## src/rtl/alu_shl_7bit_seq_pkg.sv

```systemverilog
// Shared ALU package: widths and the shifter FSM state encoding.
// Imported by the ALU function units and their bus interface.
package alu_shl_7bit_seq_pkg;

  localparam int ALU_W   = 7;
  localparam int ALU_SHW = 3;

  typedef enum logic [1:0] {
    ST_IDLE  = 2'd0,
    ST_SHIFT = 2'd1,
    ST_DONE  = 2'd2
  } alu_st_e;

endpackage

```

## src/rtl/alu_shl_7bit_seq_if.sv

```systemverilog
// Start/ready bus between the ALU sequencer and the left shifter.
// master: start/in/shift out, status in. slave: the reverse.
interface alu_shl_7bit_seq_if
  import alu_shl_7bit_seq_pkg::*;
#(
  parameter int W  = ALU_W,
  parameter int SW = ALU_SHW
);

  logic          start;
  logic [W-1:0]  in;
  logic [SW-1:0] shift;
  logic          ready;
  logic          done;
  logic [W-1:0]  out;
  logic          carry;
  logic          zero;

  modport master (
    output start,
    output in,
    output shift,
    input  ready,
    input  done,
    input  out,
    input  carry,
    input  zero
  );

  modport slave (
    input  start,
    input  in,
    input  shift,
    output ready,
    output done,
    output out,
    output carry,
    output zero
  );

endinterface

```

## src/rtl/alu_shl_7bit_seq.sv

```systemverilog
// Sequential 7-bit logical shift-left, one bit per clock.
// Ports: clk, rst (sync, active-high), bus (slave modport).
module alu_shl_7bit_seq
  import alu_shl_7bit_seq_pkg::*;
(
  input  logic              clk,
  input  logic              rst,
  alu_shl_7bit_seq_if.slave bus
);

  alu_st_e             state_q;
  alu_st_e             state_d;
  logic [ALU_W-1:0]    sreg_q;
  logic [ALU_W-1:0]    sreg_d;
  logic [ALU_SHW-1:0]  cnt_q;
  logic [ALU_SHW-1:0]  cnt_d;
  logic                carry_q;
  logic                carry_d;

  logic                accept;
  logic                last;

  assign accept = (state_q == ST_IDLE) && bus.start;
  assign last   = (cnt_q == ALU_SHW'(1));

  always_comb begin
    state_d = state_q;
    unique case (state_q)
      ST_IDLE: begin
        if (bus.start) begin
          if (bus.shift == '0) begin
            state_d = ST_DONE;
          end else begin
            state_d = ST_SHIFT;
          end
        end
      end
      ST_SHIFT: begin
        if (last) begin
          state_d = ST_DONE;
        end
      end
      ST_DONE: begin
        state_d = ST_IDLE;
      end
      default: begin
        state_d = ST_IDLE;
      end
    endcase
  end

  always_ff @(posedge clk) begin
    if (rst) begin
      state_q <= ST_IDLE;
    end else begin
      state_q <= state_d;
    end
  end

  always_comb begin
    sreg_d  = sreg_q;
    cnt_d   = cnt_q;
    carry_d = carry_q;
    if (accept) begin
      sreg_d  = bus.in;
      cnt_d   = bus.shift;
      carry_d = 1'b0;
    end else if (state_q == ST_SHIFT) begin
      // msb leaves as carry; the last one out is what remains
      sreg_d  = {sreg_q[ALU_W-2:0], 1'b0};
      carry_d = sreg_q[ALU_W-1];
      cnt_d   = cnt_q - ALU_SHW'(1);
    end
  end

  always_ff @(posedge clk) begin
    if (rst) begin
      sreg_q  <= '0;
      cnt_q   <= '0;
      carry_q <= 1'b0;
    end else begin
      sreg_q  <= sreg_d;
      cnt_q   <= cnt_d;
      carry_q <= carry_d;
    end
  end

  assign bus.ready = (state_q == ST_IDLE);
  assign bus.done  = (state_q == ST_DONE);
  assign bus.out   = sreg_q;
  assign bus.carry = carry_q;
  assign bus.zero  = (sreg_q == '0);

endmodule

```

## src/flat_wrapper.sv

```systemverilog
// flat-port wrapper written by rule: the top's interface ports become plain ports
module alu_shl_7bit_seq_flat import alu_shl_7bit_seq_pkg::*;
  (clk, rst, bus_start, bus_in, bus_shift, bus_ready, bus_done, bus_out, bus_carry, bus_zero);
  alu_shl_7bit_seq_if bus_i ();
  input  logic clk;
  input  logic rst;
  input wire logic [$bits(bus_i.start)-1:0] bus_start;
  input wire logic [$bits(bus_i.in)-1:0] bus_in;
  input wire logic [$bits(bus_i.shift)-1:0] bus_shift;
  output wire logic [$bits(bus_i.ready)-1:0] bus_ready;
  output wire logic [$bits(bus_i.done)-1:0] bus_done;
  output wire logic [$bits(bus_i.out)-1:0] bus_out;
  output wire logic [$bits(bus_i.carry)-1:0] bus_carry;
  output wire logic [$bits(bus_i.zero)-1:0] bus_zero;
  assign bus_i.start = bus_start;
  assign bus_i.in = bus_in;
  assign bus_i.shift = bus_shift;
  assign bus_ready = bus_i.ready;
  assign bus_done = bus_i.done;
  assign bus_out = bus_i.out;
  assign bus_carry = bus_i.carry;
  assign bus_zero = bus_i.zero;
  alu_shl_7bit_seq u_core (.clk(clk), .rst(rst), .bus(bus_i));
endmodule
```

## config.mk

```make
export PLATFORM = sky130hd
export DESIGN_NAME = alu_shl_7bit_seq_flat
export DESIGN_NICKNAME = d
export VERILOG_FILES = /design/src/rtl/alu_shl_7bit_seq_pkg.sv /design/src/rtl/alu_shl_7bit_seq_if.sv /design/src/rtl/alu_shl_7bit_seq.sv /design/src/flat_wrapper.sv
export SDC_FILE = /design/constraint.sdc
export NUM_CORES = 1
export LEC_CHECK = 0
export BUFFER_PORTS_ARGS = -buffer_cell sky130_fd_sc_hd__buf_4
export CAP_MARGIN = 20
export CORE_UTILIZATION = 35
export DETAILED_ROUTE_END_ITERATION = 10
export PLACE_DENSITY_LB_ADDON = 0.05
export SYNTH_ARGS = -nofsm -noshare
export SYNTH_HDL_FRONTEND = slang
export SYNTH_SLANG_ARGS = --single-unit
export TNS_END_PERCENT = 50
```

## constraint.sdc

```tcl
create_clock -name clk -period 1.6 [get_ports clk]
set_clock_uncertainty 0.1 [all_clocks]
set_input_delay 0 -clock clk [delete_from_list [all_inputs] [get_ports clk]]
set_output_delay 0 -clock clk [all_outputs]
set_load 0.01 [all_outputs]
```

==> out/metrics.csv <==
stage,metric,value,unit
cts,cts_root_buf,clkbuf_4,
synthesis,ys.flop_type,dfxtp_1,
synthesis,syn_area,709,um2
grt,overflow,0,
timing,finalMaxSlewViolations,0,
drt,drtPass1Iterations,4,
worst_setup_path,crit_type,flop to output pin,
final_layout,seqCellArea,262,um2
worst_setup_path,rr_endpoint,u_core.bus.out[2],
die,die_y,47.0,um
worst_setup_path,crit_chain,or4_4 > nor4_4 > buf_4,
worst_setup_path,arrival,1.47,ns
final_layout,multi_input_area,415,um2
timing,holdWs,0.0119,ns
die,die_area,2210,um2
synthesis,async_reset_ff_frac,0,
cts,tritoncts,built,
synthesis,synth_area_leaders,"dfxtp_1 (37%), nor2_1 (6.9%), o22ai_1 (5.3%), a2111oi_2 (4.2%), a211oi_1 (4.2%)",
worst_setup_path,reg2reg_slack,0.19,ns
worst_setup_path,worstSetupEndpointType,output pin,
final_layout,area_growth,43.7,%
placement,postPlaceCellArea,881,um2
die,start_util,0.390,
timing,rsz0062_at_grt,yes,
final_layout,final_util,0.560,
worst_setup_path,slowest_delay,0.54,ns
worst_setup_path,cp-start-kind,flop,
final_layout,num-nets-final,129,
drt,via_count,721,
placement,portBuffers,23,
synthesis,synth_area_per_cell,8.65,um2
placement,dp_hpwl,1.31,mm
synthesis,muxShareOfSynthArea,0.0282,
cts,clk_latency,0.27,ns
power,power.leakage,0.436,nW
synthesis,synth-xor-area-share,0,
grt,grt_pass1_wl,2.91,mm
die,core_area,1820,um2
drt,drtIter0Drc,7,
worst_setup_path,r2r_start,u_core.state_q[1],
synthesis,synth_top_family_by_area,compound AO/OA/AOI/OAI gates,
synthesis,synth-compound-area-share,0.284,
synthesis,synth_edf_count,0,
timing,setup_ws,0.0305,ns
drt,ant_nets,0,
grt,antenna_found_initial,0,
drt,drt-vias-per-instance,5.22,
power,peakVddDrop,621,uV
run_status,status,completed,
drt,routedWlPerCell,13.8,um
final_layout,drive_above_1_share,0.327,
hold_path,holdPathStages,3,
placement,preCtsSetupSlack,0.159,ns
cts,cts_made_buffers,3,
hold_path,min_to,u_core.bus.out[5],
synthesis,yosys.area.top_type,dfxtp_1,
run,drv_cap,0,
power,p_total,0.881,mW
synthesis,synth_top_area_share,0.367,
worst_setup_path,timing.critical_path.max_delay_family,simple AND/OR/NAND/NOR gates,
final_layout,final_common_cell,buf_4,
synthesis,yosys_warnings,0,
timing,fin_crit_sh,0.981,
grt,grt_max_degree,14,
timing,tightest_slew,0.384,ns
synthesis,synth_simple_gate_area_frac,0.208,
placement,gp_congestion,0.757,
hold_path,hp-class,primary input to flop,
grt,grt_usage,0.194,
timing,fmax,637,MHz
cts,h-tree-depth,1,
die,fp-row-count,15,
synthesis,seq_area_frac_synth,0.367,
power,power_per_cell_area,864,nW/um2
cts,path_clk_slew,0.08,ns
worst_setup_path,cp_slowest_cell,or4_4,
final_layout,antenna_cells,0,
worst_setup_path,crit_required,1.50,ns
hold_path,hold_start,bus_in[5],
final_layout,final_cell_mix,"buf_4 (23), nor2_1 (13), dfxtp_1 (12)",
synthesis,synth_nets,97,
grt,grt_pass1_vias,668,
worst_setup_path,crit_buf_inv,1,
die,io_pins,24,
final_layout,fin_area,1020,um2
die,die_x,47.0,um
drt,wl,1.91,mm
synthesis,synth_cells,82,
worst_setup_path,r2r_cells,3,
timing,relSlewSlack,0.744,
synthesis,synth-adder-area-share,0.0353,
drt,drc,0,
cts,clk_path_buf_depth,2,
final_layout,nFillCells,190,
timing,layout_min_cycle_time,1.57,ns
synthesis,synth_cell_types,33,
timing,hold_violations,0,
worst_setup_path,crit_fanout,5,
timing,setup_viol,0,
cts,numClockSinks,13,
synthesis,synth-seq-cells,13,
-- logic make-up (layout without fill, tap and decap cells) --
group	count (synthesis)	in the layout
AND/OR/NAND/NOR	29	29
buffers and inverters	11	42
multiplexers	2	2
adder cells (fa/ha/maj)	2	2
AO/OA/AOI/OAI	25	25
flip-flops	13	13
-- per-layer routing --
layer  part of all wire  vias to the layer above  global-route usage
li1                   -                      363                   -
met1               0.47                      340               0.240
met2               0.49                       16               0.328
met3              0.030                        2              0.0346
met4             0.0058                        0              0.0857
met5                  0                        -                   0
-- power breakdown --
part / internal [mW] / switching (mW) / total (mW)
registers: 0.359 / 0.0497 / 0.409
logic: 0.148 / 0.120 / 0.268
clock network: 0.0965 / 0.108 / 0.204
-- tightest hold or removal path, cell delays in order --
cell	delay, ns
buf_4	0.11
o22ai_1	0.13
a211oi_1	0.10
-- final cells by class --
cell class	count	area share
Tap cell	25	0.0307
Inverter	6	0.0221
Clock buffer	4	0.0258
Multi-Input combinational cell	58	0.407
Sequential cell	13	0.256
Timing Repair Buffer	32	0.258
-- Yosys cell counts, types with 2 or more instances --
cell,n
a21oi_1,2
mux2i_1,2
o21ai_0,3
dfxtp_1,13
a2111oi_2,2
nand3_1,2
buf_2,2
nor2_1,13
o22ai_1,6
nand2_1,3
a211oi_1,4
ha_1,2
nor3_1,2
a2111oi_1,2
inv_1,5
nand2b_1,2
-- sequential cells by signal (all words and copies together), names as in the netlist --
| signal | cells |
|---|---|
| u_core.bus.out | 7 |
| u_core.cnt_q | 3 |
| u_core.bus.carry | 1 |
| u_core.state_q | 2 |
-- metrics by stage --
stage,setup TNS (ns),std cells
final,0,138
after CTS,0,138
after global placement,0,125
after global routing,-0.0305,138
after detailed placement,0,125
after floorplan,0,82
-- timing repair --
action | 4_1_cts | 5_1_grt
buffers inserted | 0 | 0
cloned | 0 | 0
resized for setup | 3 | 2
endpoints found under the hold margin | 12 | 0
setup endpoints to repair | 1 | 2
hold buffers | 9 | 0
-- worst max path at each step --
stage | to | startpoint | cells after the start
global placement | u_core.bus.out[1] | u_core.state_q[1] | 3
floorplan | bus_zero | u_core.bus.out[6] | 2
CTS | bus_zero | u_core.bus.out[6] | 3
global route | bus_zero | u_core.bus.out[6] | 3
finish | bus_zero | u_core.bus.out[6] | 3
detailed placement | u_core.bus.out[1] | u_core.state_q[1] | 3
Power figures use the tool's default switching activity.
